<file path="src/rtl/ram_arb_pkg.sv">
// Shared definitions for the two-requester RAM arbiter: FSM encoding,
// RAM geometry and requester index constants.
package ram_arb_pkg;

    typedef enum logic [1:0] {
        IDLE  = 2'd0,
        ISSUE = 2'd1,
        RESP  = 2'd2
    } state_t;

    localparam int RAM_DEPTH = 64;
    localparam int RAM_IDX_W = $clog2(RAM_DEPTH);

    localparam int   NUM_REQ = 2;
    localparam logic REQ_A   = 1'b0;
    localparam logic REQ_B   = 1'b1;

    // With two requesters the round-robin successor is simply the other one.
    function automatic logic other_req(input logic idx);
        return ~idx;
    endfunction

endpackage

</file>
<file path="src/rtl/ram_arbiter_if.sv">
// Requester and RAM-port bundle for ram_arbiter; slave is the arbiter side,
// master is the requesters plus the RAM.
interface ram_arbiter_if #(
    parameter int ADDR_W = 8,
    parameter int DATA_W = 8
);
    logic              req_a;
    logic              we_a;
    logic [ADDR_W-1:0] addr_a;
    logic [DATA_W-1:0] wdata_a;
    logic              gnt_a;
    logic              rvalid_a;
    logic [DATA_W-1:0] rdata_a;
    logic              err_a;

    logic              req_b;
    logic              we_b;
    logic [ADDR_W-1:0] addr_b;
    logic [DATA_W-1:0] wdata_b;
    logic              gnt_b;
    logic              rvalid_b;
    logic [DATA_W-1:0] rdata_b;
    logic              err_b;

    logic              ram_write_en;
    logic [ADDR_W-1:0] ram_address;
    logic [DATA_W-1:0] ram_data_in;
    logic [DATA_W-1:0] ram_data_out;

    modport slave (
        input  req_a, we_a, addr_a, wdata_a,
        input  req_b, we_b, addr_b, wdata_b,
        input  ram_data_out,
        output gnt_a, rvalid_a, rdata_a, err_a,
        output gnt_b, rvalid_b, rdata_b, err_b,
        output ram_write_en, ram_address, ram_data_in
    );

    modport master (
        output req_a, we_a, addr_a, wdata_a,
        output req_b, we_b, addr_b, wdata_b,
        output ram_data_out,
        input  gnt_a, rvalid_a, rdata_a, err_a,
        input  gnt_b, rvalid_b, rdata_b, err_b,
        input  ram_write_en, ram_address, ram_data_in
    );
endinterface

</file>
<file path="src/rtl/rr_pick2.sv">
// Two-way round-robin picker: a lone requester wins, a tie goes to the
// requester that was not granted last.
module rr_pick2
    import ram_arb_pkg::*;
(
    input  logic req_a,
    input  logic req_b,
    input  logic last,
    output logic winner,
    output logic valid
);

    always_comb begin
        valid  = req_a | req_b;
        winner = REQ_A;
        if (req_a && req_b) begin
            winner = other_req(last);
        end else if (req_b) begin
            winner = REQ_B;
        end
    end

endmodule

</file>
<file path="src/rtl/ram_arbiter.sv">
// Round-robin arbiter sharing one registered RAM port between two requesters.
// Define RAM_ARB_BOUNDS_EN to reject accesses outside the 64-word RAM.
module ram_arbiter
    import ram_arb_pkg::*;
#(
    parameter int ADDR_W = 8,
    parameter int DATA_W = 8
) (
    input logic          clk,
    input logic          rst_n,
    ram_arbiter_if.slave bus
);

    state_t state_reg, state_next;

    logic              last_reg, last_next;
    logic              owner_reg, owner_next;
    logic              lat_we_reg, lat_we_next;
    logic [ADDR_W-1:0] lat_addr_reg, lat_addr_next;
    logic [DATA_W-1:0] lat_wdata_reg, lat_wdata_next;
    logic              oob_reg, oob_next;

    logic              ram_we_reg, ram_we_next;
    logic [ADDR_W-1:0] ram_addr_reg, ram_addr_next;
    logic [DATA_W-1:0] ram_din_reg, ram_din_next;

    logic [NUM_REQ-1:0] gnt_reg, gnt_next;
    logic [NUM_REQ-1:0] rvalid_reg, rvalid_next;
    logic [NUM_REQ-1:0] err_reg, err_next;
    logic [DATA_W-1:0]  rdata_hold_reg [NUM_REQ];
    logic [DATA_W-1:0]  rdata_out      [NUM_REQ];

    logic [NUM_REQ-1:0] we_in;
    logic [ADDR_W-1:0]  addr_in  [NUM_REQ];
    logic [DATA_W-1:0]  wdata_in [NUM_REQ];

    logic pick_winner;
    logic pick_valid;
    logic addr_oob;

    assign we_in           = {bus.we_b, bus.we_a};
    assign addr_in[REQ_A]  = bus.addr_a;
    assign addr_in[REQ_B]  = bus.addr_b;
    assign wdata_in[REQ_A] = bus.wdata_a;
    assign wdata_in[REQ_B] = bus.wdata_b;

    rr_pick2 u_pick (
        .req_a  (bus.req_a),
        .req_b  (bus.req_b),
        .last   (last_reg),
        .winner (pick_winner),
        .valid  (pick_valid)
    );

`ifdef RAM_ARB_BOUNDS_EN
    assign addr_oob = (lat_addr_reg >> RAM_IDX_W) != '0;
`else
    assign addr_oob = 1'b0;
`endif

    always_ff @(posedge clk or negedge rst_n) begin
        if (!rst_n) begin
            state_reg <= IDLE;
        end else begin
            state_reg <= state_next;
        end
    end

    // RAM controls are registered out of ISSUE, so the RAM samples them at the
    // end of the RESP cycle and its data is valid alongside the rvalid pulse.
    always_comb begin
        state_next     = state_reg;
        last_next      = last_reg;
        owner_next     = owner_reg;
        lat_we_next    = lat_we_reg;
        lat_addr_next  = lat_addr_reg;
        lat_wdata_next = lat_wdata_reg;
        oob_next       = oob_reg;
        ram_we_next    = 1'b0;
        ram_addr_next  = ram_addr_reg;
        ram_din_next   = ram_din_reg;
        gnt_next       = '0;
        rvalid_next    = '0;
        err_next       = '0;

        unique case (state_reg)
            IDLE: begin
                if (pick_valid) begin
                    owner_next            = pick_winner;
                    last_next             = pick_winner;
                    lat_we_next           = we_in[pick_winner];
                    lat_addr_next         = addr_in[pick_winner];
                    lat_wdata_next        = wdata_in[pick_winner];
                    gnt_next[pick_winner] = 1'b1;
                    state_next            = ISSUE;
                end
            end
            ISSUE: begin
                ram_addr_next = lat_addr_reg;
                ram_din_next  = lat_wdata_reg;
                ram_we_next   = lat_we_reg & ~addr_oob;
                oob_next      = addr_oob;
                state_next    = RESP;
            end
            RESP: begin
                rvalid_next[owner_reg] = 1'b1;
                err_next[owner_reg]    = oob_reg;
                state_next             = IDLE;
            end
            default: begin
                state_next = IDLE;
            end
        endcase
    end

    always_ff @(posedge clk or negedge rst_n) begin
        if (!rst_n) begin
            last_reg      <= REQ_B;
            owner_reg     <= REQ_A;
            lat_we_reg    <= 1'b0;
            lat_addr_reg  <= '0;
            lat_wdata_reg <= '0;
            oob_reg       <= 1'b0;
            ram_we_reg    <= 1'b0;
            ram_addr_reg  <= '0;
            ram_din_reg   <= '0;
            gnt_reg       <= '0;
            rvalid_reg    <= '0;
            err_reg       <= '0;
        end else begin
            last_reg      <= last_next;
            owner_reg     <= owner_next;
            lat_we_reg    <= lat_we_next;
            lat_addr_reg  <= lat_addr_next;
            lat_wdata_reg <= lat_wdata_next;
            oob_reg       <= oob_next;
            ram_we_reg    <= ram_we_next;
            ram_addr_reg  <= ram_addr_next;
            ram_din_reg   <= ram_din_next;
            gnt_reg       <= gnt_next;
            rvalid_reg    <= rvalid_next;
            err_reg       <= err_next;
        end
    end

    // Response data passes straight through from the RAM during the pulse and
    // is captured so rdata stays stable until the next response.
    generate
        for (genvar gi = 0; gi < NUM_REQ; gi++) begin : g_resp
            assign rdata_out[gi] = rvalid_reg[gi] ? (err_reg[gi] ? '0 : bus.ram_data_out)
                                                  : rdata_hold_reg[gi];

            always_ff @(posedge clk or negedge rst_n) begin
                if (!rst_n) begin
                    rdata_hold_reg[gi] <= '0;
                end else if (rvalid_reg[gi]) begin
                    rdata_hold_reg[gi] <= rdata_out[gi];
                end
            end
        end
    endgenerate

    assign bus.gnt_a    = gnt_reg[REQ_A];
    assign bus.gnt_b    = gnt_reg[REQ_B];
    assign bus.rvalid_a = rvalid_reg[REQ_A];
    assign bus.rvalid_b = rvalid_reg[REQ_B];
    assign bus.err_a    = err_reg[REQ_A];
    assign bus.err_b    = err_reg[REQ_B];
    assign bus.rdata_a  = rdata_out[REQ_A];
    assign bus.rdata_b  = rdata_out[REQ_B];

    assign bus.ram_write_en = ram_we_reg;
    assign bus.ram_address  = ram_addr_reg;
    assign bus.ram_data_in  = ram_din_reg;

endmodule
</file>
<file path="src/flat_wrapper.sv">
// flat-port wrapper written by rule: the top's interface ports become plain ports
module ram_arbiter_flat import ram_arb_pkg::*;
#(
    parameter int ADDR_W = 8,
    parameter int DATA_W = 8
)
  (clk, rst_n, bus_req_a, bus_we_a, bus_addr_a, bus_wdata_a, bus_req_b, bus_we_b, bus_addr_b, bus_wdata_b, bus_ram_data_out, bus_gnt_a, bus_rvalid_a, bus_rdata_a, bus_err_a, bus_gnt_b, bus_rvalid_b, bus_rdata_b, bus_err_b, bus_ram_write_en, bus_ram_address, bus_ram_data_in);
  ram_arbiter_if #(.ADDR_W(ADDR_W), .DATA_W(DATA_W)) bus_i ();
  input logic clk;
  input logic rst_n;
  input wire logic [$bits(bus_i.req_a)-1:0] bus_req_a;
  input wire logic [$bits(bus_i.we_a)-1:0] bus_we_a;
  input wire logic [$bits(bus_i.addr_a)-1:0] bus_addr_a;
  input wire logic [$bits(bus_i.wdata_a)-1:0] bus_wdata_a;
  input wire logic [$bits(bus_i.req_b)-1:0] bus_req_b;
  input wire logic [$bits(bus_i.we_b)-1:0] bus_we_b;
  input wire logic [$bits(bus_i.addr_b)-1:0] bus_addr_b;
  input wire logic [$bits(bus_i.wdata_b)-1:0] bus_wdata_b;
  input wire logic [$bits(bus_i.ram_data_out)-1:0] bus_ram_data_out;
  output wire logic [$bits(bus_i.gnt_a)-1:0] bus_gnt_a;
  output wire logic [$bits(bus_i.rvalid_a)-1:0] bus_rvalid_a;
  output wire logic [$bits(bus_i.rdata_a)-1:0] bus_rdata_a;
  output wire logic [$bits(bus_i.err_a)-1:0] bus_err_a;
  output wire logic [$bits(bus_i.gnt_b)-1:0] bus_gnt_b;
  output wire logic [$bits(bus_i.rvalid_b)-1:0] bus_rvalid_b;
  output wire logic [$bits(bus_i.rdata_b)-1:0] bus_rdata_b;
  output wire logic [$bits(bus_i.err_b)-1:0] bus_err_b;
  output wire logic [$bits(bus_i.ram_write_en)-1:0] bus_ram_write_en;
  output wire logic [$bits(bus_i.ram_address)-1:0] bus_ram_address;
  output wire logic [$bits(bus_i.ram_data_in)-1:0] bus_ram_data_in;
  assign bus_i.req_a = bus_req_a;
  assign bus_i.we_a = bus_we_a;
  assign bus_i.addr_a = bus_addr_a;
  assign bus_i.wdata_a = bus_wdata_a;
  assign bus_i.req_b = bus_req_b;
  assign bus_i.we_b = bus_we_b;
  assign bus_i.addr_b = bus_addr_b;
  assign bus_i.wdata_b = bus_wdata_b;
  assign bus_i.ram_data_out = bus_ram_data_out;
  assign bus_gnt_a = bus_i.gnt_a;
  assign bus_rvalid_a = bus_i.rvalid_a;
  assign bus_rdata_a = bus_i.rdata_a;
  assign bus_err_a = bus_i.err_a;
  assign bus_gnt_b = bus_i.gnt_b;
  assign bus_rvalid_b = bus_i.rvalid_b;
  assign bus_rdata_b = bus_i.rdata_b;
  assign bus_err_b = bus_i.err_b;
  assign bus_ram_write_en = bus_i.ram_write_en;
  assign bus_ram_address = bus_i.ram_address;
  assign bus_ram_data_in = bus_i.ram_data_in;
  ram_arbiter #(.ADDR_W(ADDR_W), .DATA_W(DATA_W)) u_core (.clk(clk), .rst_n(rst_n), .bus(bus_i));
endmodule
</file>
<file path="config.mk">
export PLATFORM = sky130hd
export DESIGN_NAME = ram_arbiter_flat
export DESIGN_NICKNAME = d
export VERILOG_FILES = /design/src/rtl/ram_arb_pkg.sv /design/src/rtl/ram_arbiter_if.sv /design/src/rtl/rr_pick2.sv /design/src/rtl/ram_arbiter.sv /design/src/flat_wrapper.sv
export SDC_FILE = /design/constraint.sdc
export NUM_CORES = 1
export LEC_CHECK = 0
export CORE_UTILIZATION = 30
export DETAILED_ROUTE_END_ITERATION = 7
export PLACE_DENSITY = 0.65
export SETUP_SLACK_MARGIN = 0.2
export SLEW_MARGIN = 20
export SYNTH_ARGS = -nofsm -noshare
export SYNTH_HDL_FRONTEND = slang
export SYNTH_HIERARCHICAL = 1
export SYNTH_SLANG_ARGS = --single-unit
</file>
<file path="constraint.sdc">
create_clock -name clk -period 3 [get_ports clk]
set_input_delay 0.75 -clock clk [delete_from_list [all_inputs] [get_ports clk]]
set_output_delay 0.75 -clock clk [all_outputs]
set_load 0.005 [all_outputs]
</file>
## Yosys cells after proc, flatten, opt, wreduce, memory -nomap -nowiden

Index checks and enable logic that the tools add are counted.
Widths: inputs -> output; s select.

- Equality and inequality tests: 3
- $lt $le $gt $ge: 5
- Reductions and logical operators: 5
- Multiplexer cells: 22
- Bitwise gates (word level): 3

Operators by type and width:

| kind | count |
|---|---|
| $mux 8 | 8 |
| $mux 2 | 4 |
| $mux 1 | 7 |
| $lt 1x2->1 const B | 2 |
| $pmux 2 s2 | 1 |
| $logic_and 1x1->1 | 3 |
| $demux 1 s1 | 2 |
| $eq 2x1->1 const B | 1 |
| $eq 2x2->1 const B | 1 |
| $ge 1x1->1 const B | 2 |
| $ge 2x2->1 const B | 1 |
| $logic_not 2->1 | 1 |
| $ne 2x1->1 const B | 1 |
| $not 1->2 | 1 |
| $reduce_and 2->1 | 1 |
| $not 1->1 | 1 |
| $or 1x1->1 | 1 |

- Register bits: 58
- Output and inout port bits: 39
- Input port bits: 46

## Depth between registers and ports, before layout

- Depth after elaboration: 8
- Gate-level depth with buffers: 4

## Modules after synthesis

The synthesis kept the hierarchy.

By module, submodules not included:

| module | area an instance (µm²) | sequential area each (µm²) | times used | cells an instance |
|---|---|---|---|---|
| ram_arbiter | 2592.5 | 1452.6 | 1 | 164 |
| rr_pick2 | 13.8 | 0.0 | 1 | 2 |

## Worst setup path before layout

Ideal clock, no wire load.

- Path type: in2reg
- Start point: in bus_req_b
- End point: reg u_core.lat_wdata_reg[1]
- Path slack: 1132 ps
- Stages on the path: 4
- Arrival time: 1743 ps
- Buffers on the path: 1
- Path through: a21boi_1 > buf_4 > mux2_2 > mux2_2

- Cells in the longest elaborated chain, start to end: 6

Ends and longest elaborated chain:

| what | line | text |
|---|---|---|
| from (decl) | flat_wrapper.sv:15 | `input wire logic [$bits(bus_i.req_b)-1:0] bus_req_b;` |
| $mux 1 / $logic_and 1x1->1 (equally long branches) | rr_pick2.sv:18, rr_pick2.sv:16 |  |
| $mux 1 | rr_pick2.sv:16 | `if (req_a && req_b) begin` |
| $not 1->2 (not written as such) | ram_arbiter.sv:93 | `lat_wdata_next = wdata_in[pick_winner];` |
| $mux 8 (not written as such) (3 in series) | ram_arbiter.sv:93 |  |
| to (signal assigned) | ram_arbiter.sv:135 | `lat_wdata_reg <= lat_wdata_next;` |
| to (decl) | ram_arbiter.sv:20 | `logic [DATA_W-1:0] lat_wdata_reg, lat_wdata_next;` |

Parallel ways exist; a longest one is shown, timed or not. The select of a mux whose other input is x is not followed.
A chain may end at the register's enable or synchronous reset.

## Final worst setup path

- Start point: in bus_ram_data_out[7]
- End point: out bus_rdata_a[7]

- Cells in the longest elaborated chain, start to end: 1

Ends and longest elaborated chain:

| what | line | text |
|---|---|---|
| from (decl) | flat_wrapper.sv:19 | `input wire logic [$bits(bus_i.ram_data_out)-1:0] bus_ram_data_out;` |
| $mux 8 | ram_arbiter.sv:150 | `assign rdata_out[gi] = rvalid_reg[gi] ? (err_reg[gi] ? '0 : bus.ram_data_out)` |
| to (decl) | flat_wrapper.sv:22 | `output wire logic [$bits(bus_i.rdata_a)-1:0] bus_rdata_a;` |

No other way between the ends.

==> flow_summary_export.csv <==
group,metric,value,unit
outcome,outcome,"completed",
power_and_ir_drop,vdd.ir_drop.worst,0.309,mV
placed_design,routabilityCongestion,0.644,
critical_path,end_kind,"output pin",
finish,layout-drive-gt1-share,41.8,%
clock_tree,setup_fix_buffers_added_after_clock_tree_synthesis,0,
critical_path,ff2ff_setup_slack,1.28,ns
logic_synthesis,synth_top_cells_by_area,"sky130_fd_sc_hd__dfrtp_1 (55%), sky130_fd_sc_hd__mux2_2 (32%), sky130_fd_sc_hd__mux2_4 (4.6%)",
global_route,met3_usage,5.98,%
global_route,globalRouteMet1Util,14.2,%
clock_tree,cts_max_level,3,
sta,peak_clock_frequency_supported_by_timing,372,MHz
route,drt_pre_antenna_iters,3,
logic_synthesis,number_of_instances_in_the_synthesized_netlist,166,
critical_path,critical_path.reg2reg.startpoint,"u_core/last_reg",
global_route,grt_most_used_layer,"met2",
clock_tree,cts_tree,"yes",
logic_synthesis,synth-seq-cells,58,
power_and_ir_drop,intPower,2650,uW
critical_path,reg2regPathDepth,4,
finish,final-instance-count-excl-fill,366,
global_route,grt_max_degree,31,
logic_synthesis,syn_area_per_cell,15.7,um2
critical_path,critPathMaxFanout,4,
min_path,type_of_the_most_critical_hold_path,"primary input to asynchronous set/reset pin",
critical_path,origin_of_the_worst_setup_path,"bus_ram_data_out[7]",
clock_tree,numCtsBuffers,9,
placed_design,place_worst_setup_slack,0.316,ns
critical_path,path_class,"primary input to output pin",
sta,max-slew-margin-rel,55.4,%
power_and_ir_drop,power.sequential.fraction,39.2,%
critical_path,worst_flop_to_flop_path_endpoint,"u_core/lat_addr_reg[2]",
logic_synthesis,ys_types,20,
sta,hold_ws,0.458,ns
sta,setup_ws_post_layout,0.313,ns
logic_synthesis,netlist_area_pre_place,0.00261,mm2
power_and_ir_drop,leakage,0.00155,uW
critical_path,cp.required,2.25,ns
logic_synthesis,yosysWarnings,6,
route,via_per_inst,4.40,
sta,timing.clock.skew,0.00718,ns
floorplanning,fp.coreArea,0.00830,mm2
clock_tree,cts_max_path_buffers,2,
power_and_ir_drop,clock_power_share,16.5,%
logic_synthesis,async_flop_share,100,%
floorplanning,die_width,95.2,um
global_route,met2_usage,17.9,%
global_route,grt_first_pass_wirelength,7780,um
sta,total_negative_setup_slack,0,ns
logic_synthesis,post-synth-top-area-fraction,54.7,%
flow_run,max_cap_check_violation_count,0,
power_and_ir_drop,share_comb_of_total_power,44.3,%
power_and_ir_drop,power.switching_fraction,26.8,%
finish,antennaDiodeCount,0,
logic_synthesis,synthTopCellsByCount,"sky130_fd_sc_hd__mux2_2 (74), sky130_fd_sc_hd__dfrtp_1 (57), sky130_fd_sc_hd__mux2_4 (8), sky130_fd_sc_hd__buf_4 (6), sky130_fd_sc_hd__buf_2 (4)",
clock_tree,cts_root_buffer,"sky130_fd_sc_hd__clkbuf_8",
floorplanning,start_util,31.4,%
placed_design,place_inst,350,
critical_path,crit_path_start_kind,"primary input",
floorplanning,floorplan.rows,33,
logic_synthesis,ys_seq_area_share,55.7,%
route,drc,0,
clock_tree,worst_setup_hold_path_clk_slew,0.06,ns
route,wl_per_cell,13.3,um
finish,nets_final,302,
route,routed-via-count,1610,
logic_synthesis,synth-edff-count,0,
route,drt-total-wl,4860,um
floorplanning,die_area,0.00906,mm2
route,drtIter0Drc,30,
sta,setup-violations-final,0,
critical_path,worst-endpoint-arrival,1.94,ns
logic_synthesis,synth.largest_area_cell,"sky130_fd_sc_hd__dfrtp_1",
finish,layout-area-overhead-vs-synth,42.1,%
route,drtAntennaViolNets,0,
sta,worst_slew_pin_slew,0.669,ns
power_and_ir_drop,power.net_switching,971,uW
sta,final_worst_path_cycle_share,89.6,%
global_route,grt-ovfl-total,0,
logic_synthesis,dominantRegCellSynth,"sky130_fd_sc_hd__dfrtp_1",
global_route,grtUsageTotal,11.8,%
sta,pins_over_their_slew_limit,0,
placed_design,hpwl,3490,um
sta,final_period_minus_worst_setup_slack,2.69,ns
sta,unrepaired_setup_endpoints_after_global_routing,"no",
placed_design,port-buffer-count,82,
logic_synthesis,post-synth-top-count-cell,"sky130_fd_sc_hd__mux2_2",
finish,largest_register_ff_count,16,
global_route,grt_antenna_before_repair,0,
power_and_ir_drop,power_density,979,mW/mm2
finish,postLayoutCellArea,0.00370,mm2
sta,report.final.hold_viol_count,0,
placed_design,detailed_place.area,0.00354,mm2
floorplanning,chipHeight,95.2,um
global_route,number_of_global_route_vias_before_repair,1627,
floorplanning,ios,85,
clock_tree,worst_skew_pair.late_latency,0.33,ns
clock_tree,clock-sinks,58,
## power groups by stage
stage / registers [uW] / clock network (uW) / logic, uW
finish: 1420 / 598 / 1610
global route: 1480 / 670 / 1740
CTS: 1430 / 633 / 1640
detailed placement: 1440 / 0 / 1630
global placement: 1430 / 0 / 1610
floorplan: 1360 / 0 / 966
## how the worst max path moves through the flow
stage | endpoint | slack (ns) | cells after the start
after CTS | bus_rdata_b[7] | 0.28 | 2
after detailed placement | bus_rdata_a[6] | 0.32 | 3
final | bus_rdata_a[7] | 0.31 | 3
after global placement | bus_rdata_b[7] | 0.31 | 3
after global routing | bus_rdata_a[7] | 0.21 | 2
after floorplan | u_core/lat_wdata_reg[1] | 1.13 | 4
## critical path, stage by stage
cell and delay (ns):
sky130_fd_sc_hd__clkdlybuf4s50_1 0.45, sky130_fd_sc_hd__mux2_2 0.28, sky130_fd_sc_hd__clkdlybuf4s50_1 0.46
## cell usage in the layout (no fill, tap or decap), types with 2 or more instances in the layout
cell	instances
sky130_fd_sc_hd__inv_1	2
sky130_fd_sc_hd__dfrtp_1	56
sky130_fd_sc_hd__clkbuf_1	3
sky130_fd_sc_hd__buf_4	7
sky130_fd_sc_hd__mux2_4	8
sky130_fd_sc_hd__clkbuf_8	10
sky130_fd_sc_hd__mux2i_1	2
sky130_fd_sc_hd__mux2_2	74
sky130_fd_sc_hd__clkdlybuf4s50_1	81
sky130_fd_sc_hd__conb_1	2
sky130_fd_sc_hd__clkinv_2	3
## layer usage
layer	share of wire, %	up-vias
li1	-	760
met4	1.3	0
met2	47	56
met5	0	-
met3	7.3	7
met1	44	787
## through the flow
| stage | total power (uW) | util, % |
|---|---|---|
| floorplan | 2320 | - |
| global route | 3890 | 44.6 |
| finish | 3630 | 44.6 |
| detailed placement | 3070 | 42.6 |
| global placement | 3040 | 42.6 |
| CTS | 3700 | 44.6 |
## layout make-up
type	instances	area, um2
Fill cell	746	4600
Sequential cell	58	1450
Multi-Input combinational cell	95	1060
Timing Repair Buffer	90	888
Clock buffer	13	149
Tap cell	105	131
Clock inverter	3	15.0
Inverter	2	7.51
## cells by family after synthesis
group	share of synthesized area (%)
DFF	55.7
buffers and inverters	3.98
muxes	37.4
and+or+nand+nor	2.50
other	0.144
AOI/OAI and AO/OA	0.288
## timing repair
item	4_1_cts	5_1_grt
hold buffers	0	0
setup endpoints to repair	0	1
gates resized for setup	0	1
No activity file was read; power rests on OpenSTA's default activity.
==> edit 1: new RTL, same settings <==
The option `RAM_ARB_BOUNDS_EN` is turned on by a define.
--- a/src/rtl/ram_arbiter.sv
+++ b/src/rtl/ram_arbiter.sv
@@ -1,5 +1,7 @@
 // Round-robin arbiter sharing one registered RAM port between two requesters.
 // Define RAM_ARB_BOUNDS_EN to reject accesses outside the 64-word RAM.
+`define RAM_ARB_BOUNDS_EN
+
 module ram_arbiter
     import ram_arb_pkg::*;
 #(
Check against the original RTL: not equivalent (a bounded check fails within 4 cycles, from zero or initial values and one cycle with rst_n low).
==> edit 1 against the original RTL <==
Setup slack worse by 0.065 ns; die area grew 2.5%; critical path depth increased by 1; first-iteration DRC count grew 27%; final area rose by 4.6%; fmax fell by 2.4%; routed wire length is 11% higher; sequential cell count is 3 higher; synthesized area grew 2.5%; total power grew 9.5%; global-route usage rose by 1.0 points; clock power rose by 51%; utilization about the same.
==> edit 1: results (changes against the original RTL) <==
** Run status
- Result of the run :: completed (unchanged)

** Layout
- The number of clock buffers in the layout came to 11 (was 13).
- Fraction of area in multi-input gates :: 0.2694 (was 0.2856)
- Count of plain and timing-repair buffers :: 92 (was 90)
- The fraction of area in registers was 0.3944 (was 0.3927).
- The fraction of cell area in non-clock buffers was 0.2338 (was 0.2399).
- The portion of the layout cell area used by clock cells is 0.06363 (was 0.04427).
- The number of standard cells in the layout, taps in and fillers out came to 386 (was 366).
- Number of ordinary inverters in the final layout :: 4 (was 2)
- The count of sequential standard cells came to 61 (was 58).
- The final standard cell area without fillers is 3874 sq um (was 3702 sq um).
- The final core utilization is 0.4464 (was 0.4461).
- Layout fillers :: 814 (was 746)

** Global routing
- The met2 demand-to-capacity share in global routing was 0.1986 (was 0.1792).
- Fraction of met3 tracks used by global routing :: 0.07590 (was 0.05981)
- Wire length of the first global-routing pass :: 8.625 mm (was 7.783 mm)

** Route
- The routed via count divided by cell count is 4.645 (was 4.399).
- The wire length the detailed router placed on met1 came to 2.347 mm (was 2.152 mm).
- Met2 Routed Length :: 2.425 mm (was 2.283 mm)
- Routed length on met3 :: 533 microns (was 356 microns)
- The number of DRC markers after the initial detailed-route iteration was 38 (was 30).

** Timing
- Fin crit period :: 2.752 ns (was 2.687 ns)
- Clock tree skew after final layout :: 0.007860 ns (was 0.007175 ns)
- The post-route worst hold slack was 0.4583 ns (about the same).
- The relative slew slack is 0.4054 (was 0.5538).

** Place
- Number of buffers added on ports :: 84 (was 82)
- DP Wirelength :: 3.829 mm (was 3.486 mm)
- Final RePlAce weighted congestion :: 0.6894 (was 0.6443)
- Worst setup slack before clock tree synthesis :: 0.2321 ns (was 0.3156 ns)
- The cell area reported after detailed placement was 3617 sq um (was 3537 sq um).

** Worst setup path
- Endpoint of the worst-slack reg-to-reg timing path :: u_core/bus.ram_address[7]$_DFFE_PN0N_ (was u_core/lat_addr_reg[2]$_DFFE_PN0P_)
- The timing endpoint of the critical path was bus_rdata_b[2] (was bus_rdata_a[7]).
- RR Startpoint :: u_core/state_reg[1]$_DFFE_PN0P_ (was u_core/last_reg$_DFFE_PN1P_)
- Depth of the most critical reg-to-reg path :: 3 (was 4)

** Synth
- Most used standard cells in the synthesized netlist :: 60 x sky130_fd_sc_hd__dfrtp_1, 45 x sky130_fd_sc_hd__mux2_2, 18 x sky130_fd_sc_hd__a22o_1 (was 74 x sky130_fd_sc_hd__mux2_2, 57 x sky130_fd_sc_hd__dfrtp_1, 8 x sky130_fd_sc_hd__mux2_4)
- Mux cell area share after synthesis :: 0.2327 (was 0.3735)
- The mean cell area of the mapped netlist was 14.68 sq um (was 15.70 sq um).
- Top area cells in the synthesized netlist: sky130_fd_sc_hd__dfrtp_1 56%, sky130_fd_sc_hd__mux2_2 19%, sky130_fd_sc_hd__a22o_1 5.9% (was sky130_fd_sc_hd__dfrtp_1 55%, sky130_fd_sc_hd__mux2_2 32%, sky130_fd_sc_hd__mux2_4 4.6%).

** Pwr
- Leakage power total :: 1.685 nW (was 1.553 nW)
- Maximum vdd ir drop :: 0.0003645 V (was 0.0003092 V)
==> edit 1: changes by cell type after synthesis, sizes merged <==
| cell | before | now |
|---|---|---|
| nor2b | 1 | 3 |
| and2 | 1 | 3 |
| inv | 2 | 4 |
| conb | 1 | 0 |
| buf | 12 | 8 |
| dfrtp | 57 | 60 |
| nand2 | 0 | 7 |
| nor4b | 0 | 1 |
| a22o | 0 | 18 |
| mux2i | 2 | 1 |
| mux2 | 82 | 52 |
| clkbuf | 0 | 3 |
| o2bb2ai | 0 | 14 |
==> edit 1: report_power, final <==
group          internal [mW]  leakage (nW)  total (mW)  switching (mW)
registers               1.22         0.741        1.45           0.234
clock network          0.591         0.125       0.900           0.308
logic                   1.10         0.819        1.62           0.520
==> edit 1: critical path, stage by stage <==
cell,delay (ns)
sky130_fd_sc_hd__clkdlybuf4s50_1,0.50
sky130_fd_sc_hd__nand2_1,0.08
sky130_fd_sc_hd__o2bb2ai_1,0.15
sky130_fd_sc_hd__clkdlybuf4s50_1,0.52
==> edit 2: new RTL, same settings <==
Without the edit above. Reset style: synchronous (`rst_n`), changed in 3 clocked blocks.
--- a/src/rtl/ram_arbiter.sv
+++ b/src/rtl/ram_arbiter.sv
@@ -58,7 +58,7 @@
     assign addr_oob = 1'b0;
 `endif
 
-    always_ff @(posedge clk or negedge rst_n) begin
+    always_ff @(posedge clk) begin
         if (!rst_n) begin
             state_reg <= IDLE;
         end else begin
@@ -113,7 +113,7 @@
         endcase
     end
 
-    always_ff @(posedge clk or negedge rst_n) begin
+    always_ff @(posedge clk) begin
         if (!rst_n) begin
             last_reg      <= REQ_B;
             owner_reg     <= REQ_A;
@@ -150,7 +150,7 @@
             assign rdata_out[gi] = rvalid_reg[gi] ? (err_reg[gi] ? '0 : bus.ram_data_out)
                                                   : rdata_hold_reg[gi];
 
-            always_ff @(posedge clk or negedge rst_n) begin
+            always_ff @(posedge clk) begin
                 if (!rst_n) begin
                     rdata_hold_reg[gi] <= '0;
                 end else if (rvalid_reg[gi]) begin
Check against the original RTL: differs if rst_n is asserted again (counterexample within 4 cycles, from zero or initial values and one cycle with rst_n low); with rst_n held inactive, the same outputs for 10 cycles.
==> edit 2 against the original RTL <==
Fmax down 1.2%; final area fell by 3.4%; sequential cell count unchanged; synthesized cell count grew 42%; synthesized area down 3.1%; largest cell class unchanged; global-route usage increased by 2.0 points; setup slack worse by 0.034 ns; routed wire length up 17%; via count up 23%; hold slack worse by 0.029 ns; highest routed layer unchanged; register-to-register slack improved by 0.11 ns.
Power is not compared: it rests on default switching activity, and its combinational part moved more than twofold at a synthesized area within 25%.
==> edit 2: results (changes against the original RTL) <==
** Route
- The length of routed met2 wiring was 2.622 mm (was 2.283 mm).
- The final routed wirelength across all metal layers is 5.659 mm (was 4.856 mm).
- The routed via count divided by cell count was 4.693 (was 4.399).
- Total iterations of the first detailed-routing run :: 4 (was 3)
- Metal1 wirelength :: 2.649 mm (was 2.152 mm)

** Synth
- Most used standard cells in the synthesized netlist :: 42 x sky130_fd_sc_hd__dfxtp_1, 35 x sky130_fd_sc_hd__nand2_1, 19 x sky130_fd_sc_hd__and3_1 (was 74 x sky130_fd_sc_hd__mux2_2, 57 x sky130_fd_sc_hd__dfrtp_1, 8 x sky130_fd_sc_hd__mux2_4)
- Top area cells in the synthesized netlist: sky130_fd_sc_hd__dfxtp_1 33%, sky130_fd_sc_hd__edfxtp_1 19%, sky130_fd_sc_hd__mux2_2 7.1% (was sky130_fd_sc_hd__dfrtp_1 55%, sky130_fd_sc_hd__mux2_2 32%, sky130_fd_sc_hd__mux2_4 4.6%).
- The number of enable flip-flop cells after synthesis is 16 (was 0).
- Share of the yosys chip area belonging to registers :: 0.5230 (was 0.5574)
- Distinct cell type count after synthesis :: 25 (was 20)

** Timing
- The clock tree skew after final layout is 0.006301 ns (was 0.007175 ns).
- The highest clock rate was 367.6 MHz (was 372.2 MHz).
- Transition time at the pin with the least slew margin :: 0.7220 ns (was 0.6693 ns)

** Global routing
- Pin count of the biggest net entering global routing :: 36 (was 31)
- The number of global-route vias before repair came to 1864 (was 1627).
- The first-pass GRT wire length was 9.232 mm (was 7.783 mm).
- The aggregate global-route resource usage came to 0.1376 (was 0.1176).

** Place
- The routability congestion estimate from global placement was 0.7237 (was 0.6443).
- DP Wirelength :: 3.944 mm (was 3.486 mm)
- Cell area after placement :: 3379 sq um (was 3537 sq um)
- The post-placement cell count was 407 (was 350).

** Layout
- Layout fillers :: 793 (was 746)
- The final core utilization was 0.4376 (was 0.4461).
- Number of cells in the finished layout apart from fillers :: 423 (was 366)
- The number of nets in the final layout came to 359 (was 302).

** Worst setup path
- Data arrival time of the worst path :: 1.97 ns (was 1.94 ns)
- The timing endpoint of the critical path was bus_rdata_b[6] (was bus_rdata_a[7]).
- Startpoint of the worst setup timing path :: bus_ram_data_out[6] (was bus_ram_data_out[7])

** Hold path
- Class of the worst hold path :: register to register (was input port to async pin)

** Run status
- Result of the run: completed (unchanged).
edit 2: cell types whose count changed in the layout (fill, tap and decap cells not counted), moves of 18 or more:
cell	change
sky130_fd_sc_hd__dfrtp_1	-56
sky130_fd_sc_hd__and3_1	+19
sky130_fd_sc_hd__dfxtp_1	+42
sky130_fd_sc_hd__nand2_1	+35
sky130_fd_sc_hd__mux2_2	-58
sky130_fd_sc_hd__o21ai_1	+18
edit 2: layout make-up:
type                            count  share of cell area
Clock buffer                       12             0.04932
Multi-Input combinational cell    155              0.2970
Tap cell                          105             0.03673
Inverter                            1            0.001049
Clock inverter                      4            0.005946
Timing Repair Buffer               88              0.2406
Sequential cell                    58              0.3694
edit 2: power by group through the flow:
stage | sequential (mW) | clock, mW | combinational [mW]
2_1_floorplan | 0.887 | 0 | 0.138
3_3_place_gp | 0.895 | 0 | 0.250
3_5_place_dp | 0.895 | 0 | 0.254
4_1_cts | 0.879 | 0.713 | 0.255
5_1_grt | 0.884 | 0.747 | 0.278
6_report | 0.878 | 0.690 | 0.252
edit 2: worst min path at each step:
stage | from | endpoint | slack, ns | cells past startpoint
4_1_cts | u_core/owner_reg$_SDFFE_PN0P_ | u_core/rvalid_reg[0]$_SDFF_PN0_ | 0.43 | 1
6_report | u_core/owner_reg$_SDFFE_PN0P_ | u_core/rvalid_reg[0]$_SDFF_PN0_ | 0.43 | 1
5_1_grt | u_core/owner_reg$_SDFFE_PN0P_ | u_core/rvalid_reg[0]$_SDFF_PN0_ | 0.46 | 1
3_3_place_gp | u_core/owner_reg$_SDFFE_PN0P_ | u_core/rvalid_reg[0]$_SDFF_PN0_ | 0.41 | 1
2_1_floorplan | u_core/owner_reg$_SDFFE_PN0P_ | u_core/rvalid_reg[0]$_SDFF_PN0_ | 0.40 | 1
3_5_place_dp | u_core/owner_reg$_SDFFE_PN0P_ | u_core/rvalid_reg[0]$_SDFF_PN0_ | 0.42 | 1
edit 2: cell families after synthesis:
group	Yosys count
AOI/OAI and AO/OA	53
buffers and inverters	24
DFF	58
muxes	33
other	1
and+or+nand+nor	67
edit 2: routing by layer:
| metal | GRT usage | vias to the layer above |
|---|---|---|
| met3 | 0.04288 | 6 |
| met5 | 0 | - |
| li1 | - | 984 |
| met1 | 0.1777 | 924 |
| met4 | 0.05769 | 0 |
| met2 | 0.2111 | 71 |
